===== config.mk =====
export PLATFORM = sky130hd
export DESIGN_NAME = fir_serial_mac
export DESIGN_NICKNAME = d
export VERILOG_FILES = /design/src/rtl/fir_pkg.sv /design/src/rtl/fir_coef_regfile.sv /design/src/rtl/fir_serial_mac.sv
export SDC_FILE = /design/constraint.sdc
export NUM_CORES = 1
export LEC_CHECK = 0
export ABC_AREA = 1
export CORE_ASPECT_RATIO = 1.1
export CORE_MARGIN = 1
export CORE_UTILIZATION = 57
export DETAILED_ROUTE_END_ITERATION = 7
export GPL_TIMING_DRIVEN = 0
export PLACE_DENSITY = 0.76
export SLEW_MARGIN = 25
export SYNTH_ARGS = -nofsm -noshare
export SYNTH_HDL_FRONTEND = slang
export SYNTH_SLANG_ARGS = --single-unit

===== constraint.sdc =====
create_clock -name clk -period 5.7 [get_ports clk]
set_input_delay 1.71 -clock clk [delete_from_list [all_inputs] [get_ports clk]]
set_output_delay 1.71 -clock clk [all_outputs]
set_load 0.02 [all_outputs]

===== src/rtl/fir_pkg.sv =====
// Shared widths and FSM encoding for the serial-MAC FIR datapath.
// Widths sized so the accumulator cannot overflow across all taps.
package fir_pkg;

    localparam int DATA_W = 12;
    localparam int COEF_W = 12;
    localparam int TAPS   = 8;
    localparam int SEL_W  = 3;
    localparam int ACC_W  = DATA_W + COEF_W + SEL_W;

    typedef enum logic {
        ST_IDLE = 1'b0,
        ST_RUN  = 1'b1
    } fir_state_t;

endpackage


===== src/rtl/fir_coef_regfile.sv =====
// Coefficient storage: one write port, one combinational read port.
// Flops rather than RAM because the read must be same-cycle and reset-clearable.
module fir_coef_regfile
    import fir_pkg::*;
#(
    parameter int DEPTH = TAPS,
    parameter int WIDTH = COEF_W,
    parameter int AW    = SEL_W
) (
    input  logic                    clk,
    input  logic                    rst_n,
    input  logic                    i_wr_en,
    input  logic [AW-1:0]           i_wr_addr,
    input  logic signed [WIDTH-1:0] i_wr_data,
    input  logic [AW-1:0]           i_rd_addr,
    output logic signed [WIDTH-1:0] o_rd_data
);

    logic signed [WIDTH-1:0] r_coef [DEPTH];

    genvar gi;
    generate
        for (gi = 0; gi < DEPTH; gi++) begin : g_coef
            always_ff @(posedge clk or negedge rst_n) begin
                if (!rst_n) begin
                    r_coef[gi] <= '0;
                end else if (i_wr_en && (i_wr_addr == AW'(gi))) begin
                    r_coef[gi] <= i_wr_data;
                end
            end
        end
    endgenerate

    assign o_rd_data = r_coef[i_rd_addr];

endmodule


===== src/rtl/fir_serial_mac.sv =====
// Serial multiply-accumulate FIR: walks an external 8:1 tap mux, one tap per cycle,
// and pulses result_valid with the full-precision dot product.
module fir_serial_mac
    import fir_pkg::*;
#(
    parameter int DATA_W_P = DATA_W,
    parameter int COEF_W_P = COEF_W,
    parameter int TAPS_P   = TAPS,
    parameter int ACC_W_P  = ACC_W
) (
    input  logic                       clk,
    input  logic                       rst_n,
    input  logic                       start,
    output logic                       busy,
    output logic [SEL_W-1:0]           select_lines,
    input  logic signed [DATA_W_P-1:0] tap_data,
    input  logic                       coef_wr_en,
    input  logic [SEL_W-1:0]           coef_wr_addr,
    input  logic signed [COEF_W_P-1:0] coef_wr_data,
    output logic signed [ACC_W_P-1:0]  result,
    output logic                       result_valid
);

    localparam int PROD_W = DATA_W_P + COEF_W_P;

    fir_state_t               r_state;
    logic                     r_busy;
    logic [SEL_W-1:0]         r_sel;
    logic signed [ACC_W_P-1:0] r_acc;
    logic signed [ACC_W_P-1:0] r_result;
    logic                     r_result_valid;

    logic                      w_coef_we;
    logic signed [COEF_W_P-1:0] w_coef;
    logic signed [PROD_W-1:0]   w_product;
    logic signed [ACC_W_P-1:0]  w_product_ext;
    logic signed [ACC_W_P-1:0]  w_sum;
    logic                       w_last_tap;

    // Coefficients are frozen for the duration of a computation.
    assign w_coef_we = coef_wr_en & ~r_busy;

    fir_coef_regfile #(
        .DEPTH (TAPS_P),
        .WIDTH (COEF_W_P),
        .AW    (SEL_W)
    ) u_coef_regfile (
        .clk       (clk),
        .rst_n     (rst_n),
        .i_wr_en   (w_coef_we),
        .i_wr_addr (coef_wr_addr),
        .i_wr_data (coef_wr_data),
        .i_rd_addr (r_sel),
        .o_rd_data (w_coef)
    );

    assign w_product     = tap_data * w_coef;
    assign w_product_ext = {{(ACC_W_P - PROD_W){w_product[PROD_W-1]}}, w_product};
    assign w_sum         = r_acc + w_product_ext;
    assign w_last_tap    = (r_sel == SEL_W'(TAPS_P - 1));

    always_ff @(posedge clk or negedge rst_n) begin
        if (!rst_n) begin
            r_state        <= ST_IDLE;
            r_busy         <= 1'b0;
            r_sel          <= '0;
            r_acc          <= '0;
            r_result       <= '0;
            r_result_valid <= 1'b0;
        end else begin
            r_result_valid <= 1'b0;
            case (r_state)
                ST_IDLE: begin
                    r_sel <= '0;
                    if (start) begin
                        r_state <= ST_RUN;
                        r_busy  <= 1'b1;
                        r_acc   <= '0;
                    end
                end
                ST_RUN: begin
                    r_acc <= w_sum;
                    if (w_last_tap) begin
                        r_result       <= w_sum;
                        r_result_valid <= 1'b1;
                        r_sel          <= '0;
                        r_state        <= ST_IDLE;
                        r_busy         <= 1'b0;
                    end else begin
                        r_sel <= r_sel + 1'b1;
                    end
                end
                default: begin
                    r_state <= ST_IDLE;
                    r_busy  <= 1'b0;
                    r_sel   <= '0;
                end
            endcase
        end
    end

    assign busy         = r_busy;
    assign select_lines = r_sel;
    assign result       = r_result;
    assign result_valid = r_result_valid;

endmodule

# After elaboration in Yosys (flattened, before gate mapping)
# Cells that the tools add are included.
# word_totals
inputBits,31
register_bits,156
# op_classes
n_reduce_logical,11
n_eq_ne,10
addsub,2
bitwise_logic,4
magnitude_cmp,1
mux,15
mul,1
# ops
operator,n
one-hot mux 27 bit (2 select lines),1
binary-select mux 12 bit (select 3 bit),1
adder 27 x 24 -> 27 bit,1
2-to-1 mux 27 bit,1
multiplier 12 x 12 -> 24 bit,1
2-to-1 mux 12 bit,2
equality test 3 bit (second input constant),5
logical AND 1 bit,8
equality test 3 x 2 -> 1 bit (second input constant),2
2-to-1 mux 1 bit,6
one-hot mux 3 bit (2 select lines),1
>= comparator 4 bit (second input constant),1
NOT 3 -> 4 bit,1
one-hot mux 1 bit (2 select lines),2
AND reduction 2 bit,2
adder 3 x 1 -> 3 bit (second input constant),1
equality test 3 x 1 -> 1 bit (second input constant),1
logical NOT 3 bit,1
2-to-1 mux 3 bit,1
inequality test 2 x 1 -> 1 bit (second input constant),1
inequality test 2 bit (second input constant),1
NOT 1 bit,2
AND 1 bit,1

# Logic depth before layout (Yosys ltp)
# Gate-level depths: netlist (run 1).
# logic_depth
word_depth,7
depth_mapped,32
ltp_nobuf,29

# Modules after synthesis
# A second synthesis (run 1) with hierarchy kept.
# unflattened
hier_cells,1837
hier_area_um2,14261.2
# modules_own_cells
mod,instances,area_each_um2,cells_per_inst
fir_serial_mac,1,9539.1,1184
fir_coef_regfile,1,4722.0,653

# Least setup slack after synthesis (run 1)
# OpenSTA, ideal clock, no wires.
# synth_path
path_kind,input port to flip-flop
from,input port tap_data[11]
to,"register r_result[26], in the netlist result[26]"
t_arrival_ps,6684
path_slack_ps,-1102
t_required_ps,5581
cell_stages,22
setup_ps,119
path_cell_list,clkinv_1 -> nor2_1 -> inv_1 -> fa_1 -> fa_1 -> fa_1 -> inv_1 -> fa_1 -> inv_1 -> fa_1 -> inv_1 -> ha_1 -> ha_1 -> nand2_1 -> inv_1 -> nand2_1 -> nor3_1 -> nand3_1 -> nand3_1 -> nand2_1 -> nand3_1 -> nand2_1
# synth_between
elab_chain_len,2
# synth_rtl
item,line_no,rtl
"start, declared",fir_serial_mac.sv:16,"input logic signed [DATA_W_P-1:0] tap_data,"
multiplier 12 x 12 -> 24 bit,fir_serial_mac.sv:57,assign w_product = tap_data * w_coef;
adder 27 x 24 -> 27 bit,fir_serial_mac.sv:59,assign w_sum = r_acc + w_product_ext;
"end signal, assigned",fir_serial_mac.sv:84,r_result <= w_sum;
"end, declared",fir_serial_mac.sv:30,logic signed [ACC_W_P-1:0] r_result;
# Every way passes these cells.
# A chain may end at the register's enable or synchronous reset.

# Worst setup path after layout (run 1)
# layout_path
from,input port tap_data[5]
to,register r_acc[16]
# layout_between
elab_chain_len,3
# layout_rtl
item,line_no,rtl
multiplier 12 x 12 -> 24 bit,fir_serial_mac.sv:57,
adder 27 x 24 -> 27 bit,fir_serial_mac.sv:59,
one-hot mux 27 bit (2 select lines),fir_serial_mac.sv:72,case (r_state)
"end signal, assigned",fir_serial_mac.sv:82,r_acc <= w_sum;
"end, declared",fir_serial_mac.sv:29,logic signed [ACC_W_P-1:0] r_acc;
# Every way passes these cells.

==> results by group, run 1 <==
Clock tree
  – Post-CTS Hold Fix Bufs: 0
  – TritonCTS clock tree: yes
  – Root Driver: clkbuf_16
  – Clk sinks: 156
  – H-tree levels: 4
  – Clock Latency Late Sink: 0.44 ns
  – Worst-path clk slew: 0.07 ns
  – CTS max path bufs: 2
  – Total CTS buffers: 17

Die
  – Num rows: 59
  – Starting Density: 58.0%
  – IO Pins: 63
  – Die Wd: 150 um
  – Area of the core: 0.0237 mm2
  – Die Height: 165 um
  – Die area: 0.0248 mm2

Worst setup path
  – WP data arrival: 6.49 ns
  – Worst path required time: 5.99 ns
  – Critical path endpoint category: flop
  – Setup CP Type: in -> reg
  – Crit path max fanout: 4
  – Cells on worst reg2reg path: 25
  – CP Launch Type: input pin

Layout
  – Non-Filler Instances: 2142
  – Final net count: 2105
  – Final Util: 76.1%
  – Layout cells sized above 1: 26.7%
  – P&R area growth vs syn: 31.1%
  – N_diodes: 0

Min path
  – Worst Hold Class: reg -> reg
  – Hold path cells: 2

Route
  – DRT iter0 DRCs: 1307
  – DRC: 0
  – Vias per inst: 5.78
  – Drt total wl: 43300 um
  – Post-Route M1 WL: 17400 um
  – Top Metal Used: met4
  – DR pass1 iterations: 5
  – DR WL/cell: 20.2 um
  – Met3 WL: 3950 um
  – Routed vias: 12400
  – DR WL met2: 20100 um
  – Antenna viol nets, final: 0

Status
  – Failing checks: setup timing
  – Status: finished with violations

Placed design
  – HPWL Detailed: 29500 um
  – Port bufs: 58
  – GPL Wtd Cong: 0.906
  – Pre-CTS setup slack: -1.89 ns
  – Placed Cells: 2027

STA
  – Setup violators final: 38
  – Hold Vio Cnt, Final: 0
  – Slew margin rel.: 38.5%
  – RSZ-0062 raised after global routing: yes
  – Min Tclk post-route: 6.20 ns
  – Period utilisation layout: 109%
  – Skew final: 0.0158 ns
  – Slew Limit Fails: 0
  – Final WS setup: -0.495 ns
  – Final hold slack: 0.481 ns
  – Worst slew pin tran: 0.923 ns
  – Highest Clock Rate: 0.161 GHz

Synth
  – Fraction of registers with async set/reset: 100%
  – Cells after Synth: 1663
  – Syn_area_per_cell: 8.27 um2
  – Post-synthesis register bit count: 156
  – Sequential fraction of the synthesis area: 28.4%
  – Synth Warn #: 0
  – Cell Area, Synth: 0.0138 mm2
  – Syn_nets: 1944
  – Number of enable flip-flop cells after synthesis: 0
  – Number of distinct library cells after synthesis: 33
  – Most used flip-flop cell after synthesis: dfrtp_1

Global route
  – Initial antenna violation count: 0
  – Vias in the first global route: 12100
  – Total gr overflow: 0
  – Largest net degree at the start of global routing: 83
  – Total GRT Usage: 34.4%
  – First-pass GRT wire length: 63700 um

Flow run
  – Max Cap Viol: 0
[registers in the layout, indices dropped and copies added (netlist names)]
| register | count |
|---|---|
| r_state | 1 |
| select_lines | 3 |
| result_valid | 1 |
| busy | 1 |
| u_coef_regfile.r_coef | 96 |
| r_acc | 27 |
| result | 27 |
[routing by layer]
layer  global-route usage [%]  up-vias
met5                        0        -
met2                     53.0      713
met1                     47.6     6091
met4                     13.6        0
li1                         -     5427
met3                     7.57      147
[Yosys cell counts, types with 4 or more instances]
cell type | instances | area share [%]
o22ai_1 | 9 | 0.41
buf_6 | 5 | 0.41
inv_2 | 11 | 0.30
a21oi_1 | 45 | 1.6
nor2_2 | 15 | 0.68
fa_1 | 175 | 25
nand3b_1 | 5 | 0.27
nand4_1 | 10 | 0.45
o21ai_1 | 23 | 0.84
nor2_1 | 117 | 3.2
nand2_1 | 389 | 11
o221ai_1 | 11 | 0.70
o21bai_1 | 4 | 0.22
or2_1 | 4 | 0.18
buf_2 | 11 | 0.40
inv_1 | 325 | 8.9
ha_1 | 75 | 6.8
nand3_1 | 69 | 2.5
buf_1 | 5 | 0.14
clkbuf_1 | 26 | 0.71
nand2_2 | 4 | 0.18
xnor2_1 | 6 | 0.38
dfrtp_1 | 156 | 28
o21ai_0 | 147 | 5.3
[final cells by class]
type / instances / area [um2]
fillers: 1530 / 5660
plain buffers: 50 / 373
clock buffers: 20 / 447
clock inverters: 12 / 123
well taps: 305 / 382
flip-flops and latches: 156 / 3910
multi-input cells: 1118 / 9970
inverters: 339 / 1390
repair inverters: 1 / 16.3
repair buffers: 141 / 1430
[layout by cell type, fill, tap and decap left out, types with 6 or more instances in the layout]
master,synthesis,routed
inv_2,11,36
nand2_4,0,34
clkbuf_16,0,20
nor2_1,117,87
o21ai_0,147,132
a21oi_2,0,10
inv_4,0,15
fa_1,175,157
inv_1,325,275
a21oi_1,45,29
nand4_1,10,10
o22ai_1,9,9
nand2_1,389,296
ha_1,75,39
nand3_1,69,35
ha_4,0,35
buf_12,0,13
nand2_2,4,61
inv_6,0,8
clkbuf_1,26,26
nor2_2,15,24
a21oi_4,0,6
clkdlybuf4s50_1,0,49
buf_6,5,19
dfrtp_1,156,154
o21ai_1,23,33
nor2_4,0,21
clkinvlp_4,0,7
nand3_2,1,28
nand3_4,0,7
fa_2,0,18
o221ai_2,1,10
buf_4,3,70
[metrics by stage]
step / area (um2) / TNS (ns)
3_3_place_gp: 15500 / -585.17
3_5_place_dp: 15500 / -62.45
4_1_cts: 17200 / -8.95
5_1_grt: 18000 / -17.50
6_report: 18000 / -12.72
2_1_floorplan: 14500 / -9.97
[repair_timing]
item	CTS	global route
setup endpoints to repair	44	40
buffers inserted	54	26
gates resized for setup	216	173
pin swaps	115	77
gates cloned	2	3
[critical path, stage by stage]
cell and delay, ns:
buf_12 0.10, clkinvlp_4 0.11, buf_6 0.12, buf_6 0.08, nor2_2 0.03, fa_1 0.50
inv_2 0.04, fa_1 0.51, inv_2 0.05, fa_1 0.55, inv_2 0.04, fa_2 0.53
inv_2 0.04, fa_2 0.55, ha_4 0.21, ha_4 0.28, nand3_4 0.11, nand3_4 0.11
nand2_2 0.12, nand2_4 0.08, nand2_4 0.08, nand2_2 0.07, or2_4 0.25, nand3_2 0.09
o21ai_1 0.08
[cells by family after synthesis]
| group | count (synthesis) | share of synthesized area, % |
|---|---|---|
| adders and majority gates | 250 | 32.3 |
| DFF | 156 | 28.4 |
| AOI/OAI and AO/OA | 240 | 9.26 |
| buffers and inverters | 389 | 11.1 |
| xor gates and xnor gates | 7 | 0.446 |
| and+or+nand+nor | 621 | 18.5 |
[path summary, 6_finish.rpt]
path / startpoint / slack (ns) / end
max: tap_data[5] / -0.50 / r_acc[16]
min: result[17] / 0.48 / result[17]
max reg2reg: select_lines[0] / -0.48 / result[24]
min reg2reg: result[17] / 0.48 / result[17]
max in group asynchronous: rst_n / 3.63 / result[20]
min in group asynchronous: rst_n / 1.24 / u_coef_regfile.r_coef[22]
Power of run 1 is not shown: default switching activity piles up to over one toggle a cycle in this logic, so the estimate is an artifact.
==> run 2: changes to the inputs <==
--- a/config.mk
+++ b/config.mk
@@ -5,13 +5,11 @@
 export SDC_FILE = /design/constraint.sdc
 export NUM_CORES = 1
 export LEC_CHECK = 0
-export ABC_AREA = 1
 export CORE_ASPECT_RATIO = 1.1
 export CORE_MARGIN = 1
-export CORE_UTILIZATION = 57
+export CORE_UTILIZATION = 56
 export DETAILED_ROUTE_END_ITERATION = 7
-export GPL_TIMING_DRIVEN = 0
-export PLACE_DENSITY = 0.76
+export PLACE_DENSITY = 0.75
 export SLEW_MARGIN = 25
 export SYNTH_ARGS = -nofsm -noshare
 export SYNTH_HDL_FRONTEND = slang
==> results by group, run 2 <==
Status
  – Status: finished with violations
  – Failing checks: setup timing

STA
  – Final hold slack: 0.476 ns (-0.00522 ns)
  – Skew final: 0.0156 ns (-0.000170 ns)
  – RSZ-0062 raised after global routing: yes
  – Setup violators final: 38 (unchanged)
  – Min Tclk post-route: 6.64 ns (+0.444 ns)
  – Final setup TNS: -24.18 ns (-11.46 ns)
  – Final WS setup: -0.939 ns (-0.444 ns)
  – Highest Clock Rate: 0.151 GHz (-6.7%)
  – Period utilisation layout: 116% (+7.8 points)
  – Hold Vio Cnt, Final: 0 (unchanged)
  – Worst slew pin tran: 0.900 ns (-0.0232 ns)
  – Slew margin rel.: 39.8% (+1.4 points)
  – Slew Limit Fails: 0 (unchanged)

Global route
  – First-pass GRT wire length: 53000 um (-17%)
  – Largest net degree at the start of global routing: 95 (+14%)
  – GR Util met3: 3.62% (-4.0 points)
  – GR peak layer: met2
  – Vias in the first global route: 10400 (-14%)
  – Initial antenna violation count: 0 (unchanged)
  – Total gr overflow: 0 (unchanged)
  – Met2 Usage GRT: 48.7% (-4.3 points)
  – GR met1 Demand/Resource: 37.5% (-10 points)
  – Total GRT Usage: 28.2% (-6.2 points)

Synth
  – XOR/XNOR Fraction of Synth Area: 1.56% (+1.1 points)
  – Number of enable flip-flop cells after synthesis: 0 (unchanged)
  – Synth Warn #: 0 (unchanged)
  – Synth cell count leaders: 211 x inv_1, 175 x fa_1, 156 x dfrtp_1, 130 x nand2_1, 108 x mux2_2
  – Syn_area_per_cell: 11.1 um2 (+34%)
  – Post-Synth Adder-Cell Area: 32.9% (+0.65 points)
  – Main combinational cell family by area after synthesis: adder cells
  – Yosys top cell by area: dfrtp_1
  – Most used flip-flop cell after synthesis: dfrtp_1
  – Ranking of synthesized cells by area: dfrtp_1 29%, fa_1 26%, mux2_2 9.0%
  – Top-count cell post-synth: inv_1
  – Post-synthesis register bit count: 156 (unchanged)
  – Multiplexer share of the synthesized area: 13.9% (+14 points)
  – Cells after Synth: 1215 (-27%)
  – Sequential fraction of the synthesis area: 29.0% (+0.57 points)
  – Yosys top cell area share: 29.0% (+0.57 points)
  – Compound-cell area share of the yosys netlist: 5.02% (-4.2 points)
  – Cell Area, Synth: 0.0135 mm2 (-2.0%)
  – Post-Synth Simple-Gate Area: 10.1% (-8.5 points)
  – Syn_nets: 1496 (-23%)
  – Fraction of registers with async set/reset: 100% (unchanged)
  – Number of distinct library cells after synthesis: 49 (+48%)

Route
  – DR WL/cell: 18.6 um (-8.2%)
  – DRC: 0 (unchanged)
  – DR pass1 iterations: 7 (+2)
  – DRT iter0 DRCs: 470 (-64%)
  – Routed vias: 9490 (-23%)
  – Drt total wl: 32200 um (-26%)
  – Antenna viol nets, final: 0 (unchanged)
  – Vias per inst: 5.47 (-5.3%)

Worst setup path
  – Worst path required time: 5.99 ns (about the same)
  – WP data arrival: 6.93 ns (+0.44 ns)
  – Crit path max fanout: 8 (+4)
  – Critical path endpoint category: flop
  – Setup CP Type: in -> reg
  – CP Launch Type: input pin

Die
  – Area of the core: 0.0236 mm2 (-0.31%)
  – IO Pins: 63 (unchanged)
  – Die area: 0.0247 mm2 (-0.22%)
  – Starting Density: 57.1% (-0.97 points)
  – Die Wd: 150 um (-0.11%)
  – Die Height: 165 um (-0.11%)
  – Num rows: 59 (unchanged)

Clock tree
  – Clk sinks: 156 (unchanged)
  – CTS max path bufs: 2 (unchanged)
  – Clock Latency Late Sink: 0.42 ns (-0.02 ns)
  – Worst-path clk slew: 0.07 ns (about the same)
  – Total CTS buffers: 17 (unchanged)
  – H-tree levels: 4 (unchanged)
  – TritonCTS clock tree: yes
  – Root Driver: clkbuf_16

Layout
  – FF/Latch Area: 0.00391 mm2 (unchanged)
  – Fillers: 1559 (+1.9%)
  – Most frequent cells in the layout: 198 x inv_1, 169 x fa_1, 154 x dfrtp_1
  – P&R area growth vs syn: 27.2%
  – N_diodes: 0 (unchanged)
  – Multi-input logic area: 0.00937 mm2 (-6.0%)
  – Final net count: 1698 (-19%)
  – Reg with most FFs: u_coef_regfile.r_coef
  – Number of flip-flops in the largest register: 96 (unchanged)
  – Most common cell after layout, fill and taps aside: inv_1
  – Layout cells sized above 1: 33.1% (+6.4 points)

Placed design
  – HPWL Detailed: 24300 um (-18%)
  – Port bufs: 62 (+6.9%)
  – Pre-CTS setup slack: -1.85 ns (+0.0439 ns)
  – GPL Wtd Cong: 0.910 (+0.47%)

Flow run
  – Max Cap Viol: 0 (unchanged)

Min path
  – Worst Hold Class: reg -> reg
==> run 2: cells by family after synthesis <==
logic type	count (synthesis)
xor gates and xnor gates	24
buffers and inverters	268
DFF	156
AOI/OAI and AO/OA	96
and+or+nand+nor	278
muxes	143
adders and majority gates	250
==> run 2: layout make-up <==
type	instances	share of cell area, %
multi-input combinational	791	54.7
sequential	156	22.8
timing repair buffer	239	12.4
clock inverter	13	0.839
clock buffer	18	2.50
tap	305	2.22
inverter	212	4.65
==> run 2: worst max-delay path, stage by stage <==
cell	delay, ns
clkdlybuf4s15_2	0.19
buf_6	0.13
nor2b_4	0.13
fa_1	0.52
inv_1	0.05
fa_1	0.48
inv_1	0.05
fa_1	0.49
fa_2	0.59
fa_1	0.45
ha_4	0.30
ha_4	0.19
a21o_1	0.22
a21o_1	0.21
a21o_1	0.21
o211ai_1	0.33
and3b_2	0.32
mux2i_1	0.23
o311ai_1	0.12
==> run 2: layer usage <==
metal | wire length (um) | up-vias
met3 | 1380 | 55
met2 | 16700 | 250
met5 | 0 | -
met4 | 687 | 0
li1 | - | 4290
met1 | 13400 | 4895
==> run 2: repair_timing <==
item,CTS,global route
setup buffers,20,19
pin swaps,81,56
gates cloned,1,0
hold endpoints to repair,0,0
setup endpoints to repair,43,42
resized for setup,128,50
hold buffers,0,0
==> run 2: worst paths after layout <==
kind,startpoint,to,slack (ns),cells after the start
max,tap_data[9],result[21],-0.94,19
min,result[1],result[1],0.48,2
max reg2reg,select_lines[0],result[23],-0.92,24
min reg2reg,result[1],result[1],0.48,2
max in group asynchronous,rst_n,r_acc[11],3.42,2
min in group asynchronous,rst_n,u_coef_regfile.r_coef[78],1.33,1
==> run 2: per-stage QoR <==
stage	utilization (%)	std cells	instance area, um2
6_report	72.6	1734	17200
2_1_floorplan	-	1215	13900
5_1_grt	72.6	1734	17200
4_1_cts	71.0	1720	16800
3_5_place_dp	66.4	1669	15700
3_3_place_gp	66.4	1669	15700
Power of run 2 is left out for the same reason.
